==> src/rtl/touch_pkg.sv <==
// touch_pkg
// Shared constants and the FSM state type for the touchscreen sample filter.
//   LCD_WIDTH / LCD_HEIGHT : visible screen size in pixels
//   ADC_BITS               : width of the raw touchscreen coordinates
//   ACC_BITS               : width of the per-axis sample accumulators
//   PIX_X_BITS / PIX_Y_BITS: widths of the screen column / row outputs
package touch_pkg;

  localparam int LCD_WIDTH  = 240;
  localparam int LCD_HEIGHT = 320;
  localparam int ADC_BITS   = 12;
  localparam int ACC_BITS   = 15;
  localparam int PIX_X_BITS = $clog2(LCD_WIDTH);
  localparam int PIX_Y_BITS = $clog2(LCD_HEIGHT);

  typedef enum logic [1:0] {
    IDLE   = 2'd0,
    ACCUM  = 2'd1,
    SCALE  = 2'd2,
    OUTPUT = 2'd3
  } touch_state_t;

endpackage

==> src/rtl/touch_axis_scale.sv <==
// touch_axis_scale
// Combinational window check and ADC-to-pixel scaling for one axis.
//   avg      : averaged raw coordinate
//   in_range : avg lies inside [MIN, MAX]
//   pix      : ((avg - MIN) * K) >> ADC_BITS, saturated to W-1,
//              where K = ceil(W * 2^ADC_BITS / (MAX - MIN))
// K is folded to a constant at elaboration, so only a constant multiply
// remains in hardware.
module touch_axis_scale
  import touch_pkg::*;
#(
  parameter int MIN   = 256,
  parameter int MAX   = 3840,
  parameter int W     = 240,
  parameter int PIX_W = $clog2(W)
) (
  input  logic [ACC_BITS-1:0] avg,
  output logic                in_range,
  output logic [PIX_W-1:0]    pix
);

  localparam int SPAN    = MAX - MIN;
  localparam int SCALE_K = (W * (1 << ADC_BITS) + SPAN - 1) / SPAN;

  localparam logic [ACC_BITS-1:0] MIN_V = ACC_BITS'(MIN);
  localparam logic [ACC_BITS-1:0] MAX_V = ACC_BITS'(MAX);
  localparam logic [31:0]         TOP_V = 32'(W - 1);

  logic [ACC_BITS-1:0] offset;
  logic [31:0]         product;
  logic [31:0]         scaled;

  // The offset is meaningless when avg is below MIN, but the caller
  // discards the point in that case, so no guard is needed here.
  always_comb begin
    in_range = (avg >= MIN_V) && (avg <= MAX_V);
    offset   = avg - MIN_V;
    product  = 32'(offset) * 32'(SCALE_K);
    scaled   = product >> ADC_BITS;
    if (scaled > TOP_V) begin
      pix = PIX_W'(W - 1);
    end else begin
      pix = scaled[PIX_W-1:0];
    end
  end

endmodule

==> src/rtl/touch_sample_filter.sv <==
// touch_sample_filter
// Averages groups of 2^N_AVG_LOG2 raw touchscreen samples, rejects points
// outside the valid ADC window, scales them to LCD pixels and hands them
// downstream over a valid/ready handshake. A pen-up gap of TIMEOUT_CYCLES
// closes the current stroke and pulses stroke_end if the stroke produced
// at least one point.
//   clk, reset_n      : clock, asynchronous active-low reset
//   en                : enables sample acceptance
//   pos_ready         : one-cycle strobe qualifying x_pos / y_pos
//   x_pos, y_pos      : raw ADC coordinates
//   pix_valid         : pix_x / pix_y hold a point awaiting pix_ready
//   pix_ready         : downstream accepts the point
//   pix_x, pix_y      : screen column (0..239) and row (0..319)
//   stroke_end        : one-cycle end-of-stroke pulse
module touch_sample_filter
  import touch_pkg::*;
#(
  parameter int N_AVG_LOG2     = 2,
  parameter int TIMEOUT_CYCLES = 500000,
  parameter int X_MIN          = 256,
  parameter int X_MAX          = 3840,
  parameter int Y_MIN          = 256,
  parameter int Y_MAX          = 3840
) (
  input  logic                  clk,
  input  logic                  reset_n,
  input  logic                  en,
  input  logic                  pos_ready,
  input  logic [ADC_BITS-1:0]   x_pos,
  input  logic [ADC_BITS-1:0]   y_pos,
  output logic                  pix_valid,
  input  logic                  pix_ready,
  output logic [PIX_X_BITS-1:0] pix_x,
  output logic [PIX_Y_BITS-1:0] pix_y,
  output logic                  stroke_end
);

  localparam int                CNT_W    = N_AVG_LOG2 + 1;
  localparam logic [CNT_W-1:0]  LAST_IDX = CNT_W'((1 << N_AVG_LOG2) - 1);
  localparam int                TO_W     = $clog2(TIMEOUT_CYCLES + 1);
  localparam logic [TO_W-1:0]   TO_LIMIT = TO_W'(TIMEOUT_CYCLES);

  touch_state_t state_q, state_d;

  logic [ACC_BITS-1:0]   acc_x, acc_y;
  logic [ACC_BITS-1:0]   avg_x, avg_y;
  logic [CNT_W-1:0]      sample_cnt;
  logic [TO_W-1:0]       idle_cnt;
  logic                  stroke_open;
  logic                  point_sent;
  logic                  collecting, accept, last_sample, timeout;
  logic                  x_ok, y_ok;
  logic [PIX_X_BITS-1:0] scaled_x;
  logic [PIX_Y_BITS-1:0] scaled_y;

  assign collecting  = (state_q == IDLE) || (state_q == ACCUM);
  assign accept      = pos_ready && en && collecting;
  assign last_sample = accept && (sample_cnt == LAST_IDX);
  // An accepted sample in the same cycle as the limit keeps the stroke alive.
  assign timeout     = stroke_open && collecting && !accept && (idle_cnt == TO_LIMIT);

  assign avg_x = acc_x >> N_AVG_LOG2;
  assign avg_y = acc_y >> N_AVG_LOG2;

  touch_axis_scale #(
    .MIN   (X_MIN),
    .MAX   (X_MAX),
    .W     (LCD_WIDTH),
    .PIX_W (PIX_X_BITS)
  ) u_scale_x (
    .avg      (avg_x),
    .in_range (x_ok),
    .pix      (scaled_x)
  );

  touch_axis_scale #(
    .MIN   (Y_MIN),
    .MAX   (Y_MAX),
    .W     (LCD_HEIGHT),
    .PIX_W (PIX_Y_BITS)
  ) u_scale_y (
    .avg      (avg_y),
    .in_range (y_ok),
    .pix      (scaled_y)
  );

  always_ff @(posedge clk or negedge reset_n) begin
    if (!reset_n) begin
      state_q <= IDLE;
    end else begin
      state_q <= state_d;
    end
  end

  always_comb begin
    state_d = state_q;
    case (state_q)
      IDLE, ACCUM: begin
        if (last_sample) begin
          state_d = SCALE;
        end else if (accept) begin
          state_d = ACCUM;
        end else if (timeout) begin
          state_d = IDLE;
        end
      end
      SCALE: begin
        state_d = (x_ok && y_ok) ? OUTPUT : IDLE;
      end
      OUTPUT: begin
        if (pix_ready) begin
          state_d = IDLE;
        end
      end
      default: state_d = IDLE;
    endcase
  end

  // Accumulation, pen-up timing, stroke bookkeeping and output registers.
  // The idle counter is frozen while a point is being scaled or handed off,
  // so a slow consumer never causes a spurious stroke_end.
  always_ff @(posedge clk or negedge reset_n) begin
    if (!reset_n) begin
      acc_x       <= '0;
      acc_y       <= '0;
      sample_cnt  <= '0;
      idle_cnt    <= '0;
      stroke_open <= 1'b0;
      point_sent  <= 1'b0;
      pix_valid   <= 1'b0;
      pix_x       <= '0;
      pix_y       <= '0;
      stroke_end  <= 1'b0;
    end else begin
      stroke_end <= 1'b0;

      if (accept) begin
        acc_x       <= acc_x + ACC_BITS'(x_pos);
        acc_y       <= acc_y + ACC_BITS'(y_pos);
        sample_cnt  <= sample_cnt + 1'b1;
        idle_cnt    <= '0;
        stroke_open <= 1'b1;
      end else if (timeout) begin
        acc_x       <= '0;
        acc_y       <= '0;
        sample_cnt  <= '0;
        idle_cnt    <= '0;
        stroke_open <= 1'b0;
        point_sent  <= 1'b0;
        stroke_end  <= point_sent;
      end else if (stroke_open && collecting) begin
        idle_cnt <= idle_cnt + 1'b1;
      end

      if (state_q == SCALE) begin
        acc_x      <= '0;
        acc_y      <= '0;
        sample_cnt <= '0;
        if (x_ok && y_ok) begin
          pix_x     <= scaled_x;
          pix_y     <= scaled_y;
          pix_valid <= 1'b1;
        end
      end

      if ((state_q == OUTPUT) && pix_ready) begin
        pix_valid  <= 1'b0;
        point_sent <= 1'b1;
      end
    end
  end

endmodule

==> config.mk <==
export PLATFORM = sky130hd
export DESIGN_NAME = touch_sample_filter
export DESIGN_NICKNAME = d
export VERILOG_FILES = /design/src/rtl/touch_pkg.sv /design/src/rtl/touch_axis_scale.sv /design/src/rtl/touch_sample_filter.sv
export SDC_FILE = /design/constraint.sdc
export NUM_CORES = 1
export LEC_CHECK = 0
export CAP_MARGIN = 20
export CORE_ASPECT_RATIO = 1.75
export CORE_MARGIN = 5
export CORE_UTILIZATION = 29
export DETAILED_ROUTE_END_ITERATION = 8
export MAX_ROUTING_LAYER = met4
export PLACE_DENSITY = 0.46
export SYNTH_ARGS = -nofsm -noshare
export SYNTH_HDL_FRONTEND = slang
export SYNTH_SLANG_ARGS = --single-unit
==> constraint.sdc <==
create_clock -name clk -period 10.3 [get_ports clk]
set_input_delay 2.06 -clock clk [delete_from_list [all_inputs] [get_ports clk]]
set_output_delay 2.06 -clock clk [all_outputs]
set_load 0.02 [all_outputs]
==> results.py <==
metrics = {
    "setup_path": {
        "cp_max_fo": 9,
        "worstPathCellList": "inv_1 > ha_1 > xor2_1 > ha_1 > fa_1 > fa_1 > inv_1 > fa_1 > inv_1 > ha_1 > a21o_1 > a21o_1 > a21o_1 > a41o_1 > a21oi_2 > and3b_1 > or4_1 > a41o_1 > o22a_1",
        "cp_data_arrival_time_ns": 6.25,
        "end_kind": "flip-flop",
        "cp.required_ns": 10.54,
        "crit_type": "flip-flop to flip-flop",
        "startpoint_type": "flip-flop",
        "crit_slowest_cell": "fa_1",
        "max_stage_delay_ns": 0.54,
    },
    "route": {
        "viasPerCell": 4.614,
        "drt_iter0_markers": 199,
        "route.detailed.drc": 0,
        "drt_pass1_iterations": 4,
        "ant_nets": 0,
        "wirelength_um": 19880,
        "wire_per_inst_um": 14.30,
        "num_vias": 6413,
    },
    "yosys": {
        "synthCells": 958,
        "synth_nets": 1202,
        "syn_area_per_cell_um2": 8.969,
        "synth_warnings": 0,
        "ys.flop_type": "dfrtp_1",
        "synth_area_um2": 8592,
        "ys_ff_latch": 75,
        "synth_edf_count": 0,
        "async_flop_share_pct": 100.0,
        "ys_seq_area_share_pct": 21.84,
        "yosysUniqueCellTypes": 58,
    },
    "global_routing": {
        "grt_overflow_total": 0,
        "track_usage_pct": 13.03,
        "antenna_found_initial": 1,
        "grt_pass1_wl_um": 33940,
        "grt_pass1_vias": 7070,
        "grt_max_degree": 57,
    },
    "cts": {
        "clkLatencyLatePin_ns": 0.36,
        "post_cts_buffers": 0,
        "cts_resized": 0,
        "h-tree-depth": 3,
        "clock-sinks": 75,
        "clockBufferDepth": 2,
        "cts_tree": "built",
        "cts_buffers": 9,
        "worst_setup_hold_path_clk_slew_ns": 0.07,
        "clock-root-buffer": "clkbuf_16",
        "ctsHoldBuffers": 0,
    },
    "sta": {
        "rsz0062_at_grt": "false",
        "fin_skew_ns": 0.008731,
        "slew_violations": 0,
        "fmax_ghz": 0.1663,
        "worst_pin_slew_ns": 0.7648,
        "layout_min_cycle_time_ns": 6.012,
        "min_period_over_period_pct": 58.37,
        "setup_violations": 0,
        "hold_violations": 0,
        "max-slew-margin-rel_pct": 49.01,
        "tns_ns": 0,
    },
    "place": {
        "place_congestion": 0.8105,
        "port_buffers": 47,
        "place.detailed.hpwl_um": 16450,
        "place_area_um2": 9499,
    },
    "layout": {
        "design_area_um2": 9796,
        "drive_above_1_share_pct": 2.880,
        "final_nets": 1246,
        "regArea_um2": 1877,
        "fillers": 3156,
        "area_delta_synth_final_pct": 14.01,
        "multiInputGateArea_um2": 5903,
    },
    "floorplanning": {
        "die_w_um": 140.1,
        "ios": 48,
        "initial_utilization_pct": 29.34,
        "dieHeight_um": 237.7,
        "num_rows": 83,
        "die_area_um2": 33310,
        "core-area_um2": 29290,
    },
    "run_status": {
        "status": "finished clean",
    },
    "min_path": {
        "hold_path.class": "flip-flop to flip-flop",
    },
    "run": {
        "maxCapViolCount": 0,
    },
}
layout make-up:
type | count | share of cell area (%)
Multi-Input combinational cell | 667 | 60.26
Sequential cell | 75 | 19.16
Inverter | 198 | 7.587
Timing Repair Buffer | 51 | 5.084
Tap cell | 382 | 4.879
Clock buffer | 9 | 2.299
Clock inverter | 7 | 0.7025
Antenna cell | 1 | 0.02555
logic make-up after synthesis:
group | Yosys count | synth area share [%]
buffers and inverters | 216 | 9.451
multiplexers | 1 | 0.1165
AND/OR/NAND/NOR | 203 | 11.36
adder cells (fa/ha/maj) | 215 | 36.38
XOR/XNOR | 75 | 7.645
flip-flops | 75 | 21.84
AO/OA/AOI/OAI | 173 | 13.21
cells in the final DEF (no fill, tap or decap), types with 4 or more instances in the layout:
master / netlist / final
a21o_1: 18 / 18
clkdlybuf4s50_1: 0 / 46
a21oi_1: 43 / 43
or3_1: 5 / 5
o22a_1: 9 / 9
inv_1: 197 / 197
ha_1: 157 / 157
o21ai_0: 35 / 35
nand3_1: 13 / 13
o21ai_1: 10 / 10
clkbuf_16: 0 / 9
o31ai_1: 5 / 5
nand4_1: 12 / 12
or4_1: 4 / 4
fa_1: 58 / 58
o21bai_1: 4 / 4
buf_4: 0 / 5
nor3_1: 9 / 9
a22o_1: 6 / 6
xor2_1: 37 / 37
nor2_1: 56 / 56
o211ai_1: 5 / 5
a31oi_1: 6 / 6
xnor2_1: 38 / 38
and3_1: 13 / 13
nand2_1: 66 / 66
o32a_1: 4 / 4
nand2b_1: 7 / 7
dfrtp_1: 75 / 75
registers in the layout, indices dropped and copies added (netlist names):
register,flops
stroke_end,1
sample_cnt,3
point_sent,1
pix_x,8
acc_x,15
idle_cnt,19
pix_valid,1
stroke_open,1
pix_y,9
acc_y,15
state_q,2
cells in the mapped netlist (7+ instances only):
cell type,count,share of area (%)
xnor2_1,38,3.9
o21ai_0,35,2.0
o22a_1,9,0.92
a21o_1,18,1.6
dfrtp_1,75,22
inv_1,197,8.6
nor3_1,9,0.52
clkbuf_1,17,0.74
a21oi_1,43,2.5
nand4_1,12,0.87
o21ai_1,10,0.58
ha_1,157,23
nor2_1,56,2.4
nand2_1,66,2.9
and3_1,13,0.95
nand3_1,13,0.76
xor2_1,37,3.8
nand2b_1,7,0.51
fa_1,58,14
layer usage:
layer | up-vias | track usage (%) | wire length, um
met1 | 3086 | 12.00 | 7228
met4 | 0 | 4.467 | 461
met3 | 21 | 1.590 | 350
met2 | 51 | 26.79 | 11840
li1 | 3255 | - | -
met5 | - | - | 0
final timing paths:
path                                    startpoint                        to  slack, ns  depth (start not counted)
max                          acc_y[10]$_DFFE_PN0P_      pix_y[2]$_DFFE_PN0P_       4.29                         19
min                        stroke_open$_DFFE_PN0P_   stroke_open$_DFFE_PN0P_       0.49                          2
max reg2reg                  acc_y[10]$_DFFE_PN0P_      pix_y[2]$_DFFE_PN0P_       4.29                         19
min reg2reg                stroke_open$_DFFE_PN0P_   stroke_open$_DFFE_PN0P_       0.49                          2
max in group asynchronous                  reset_n      pix_x[1]$_DFFE_PN0P_       7.65                          2
min in group asynchronous                  reset_n  idle_cnt[13]$_DFFE_PN0P_       1.58                          1
stage by stage:
step           hold slack, ns  util (%)  setup slack [ns]  cells
5_1_grt                0.5153     33.45             3.995   1390
6_report               0.4897     33.45             4.288   1390
3_5_place_dp           0.4668     32.44             4.253   1373
3_3_place_gp           0.4549     32.44             4.331   1373
2_1_floorplan          0.4392         -             4.679    958
4_1_cts                0.4871     33.44             4.235   1389
worst max-delay path, delay by kind of cell, from the launching register on:
family	cells	cell delay [ns]
xor gates and xnor gates	1	0.37
buffers and inverters	3	0.28
DFF	1	0.50
adders and majority gates	6	2.58
AOI/OAI and AO/OA	7	1.49
and+or+nand+nor	2	0.68
Power is not shown: default switching activity piles up to over one toggle a cycle in this logic, so the estimate is an artifact.
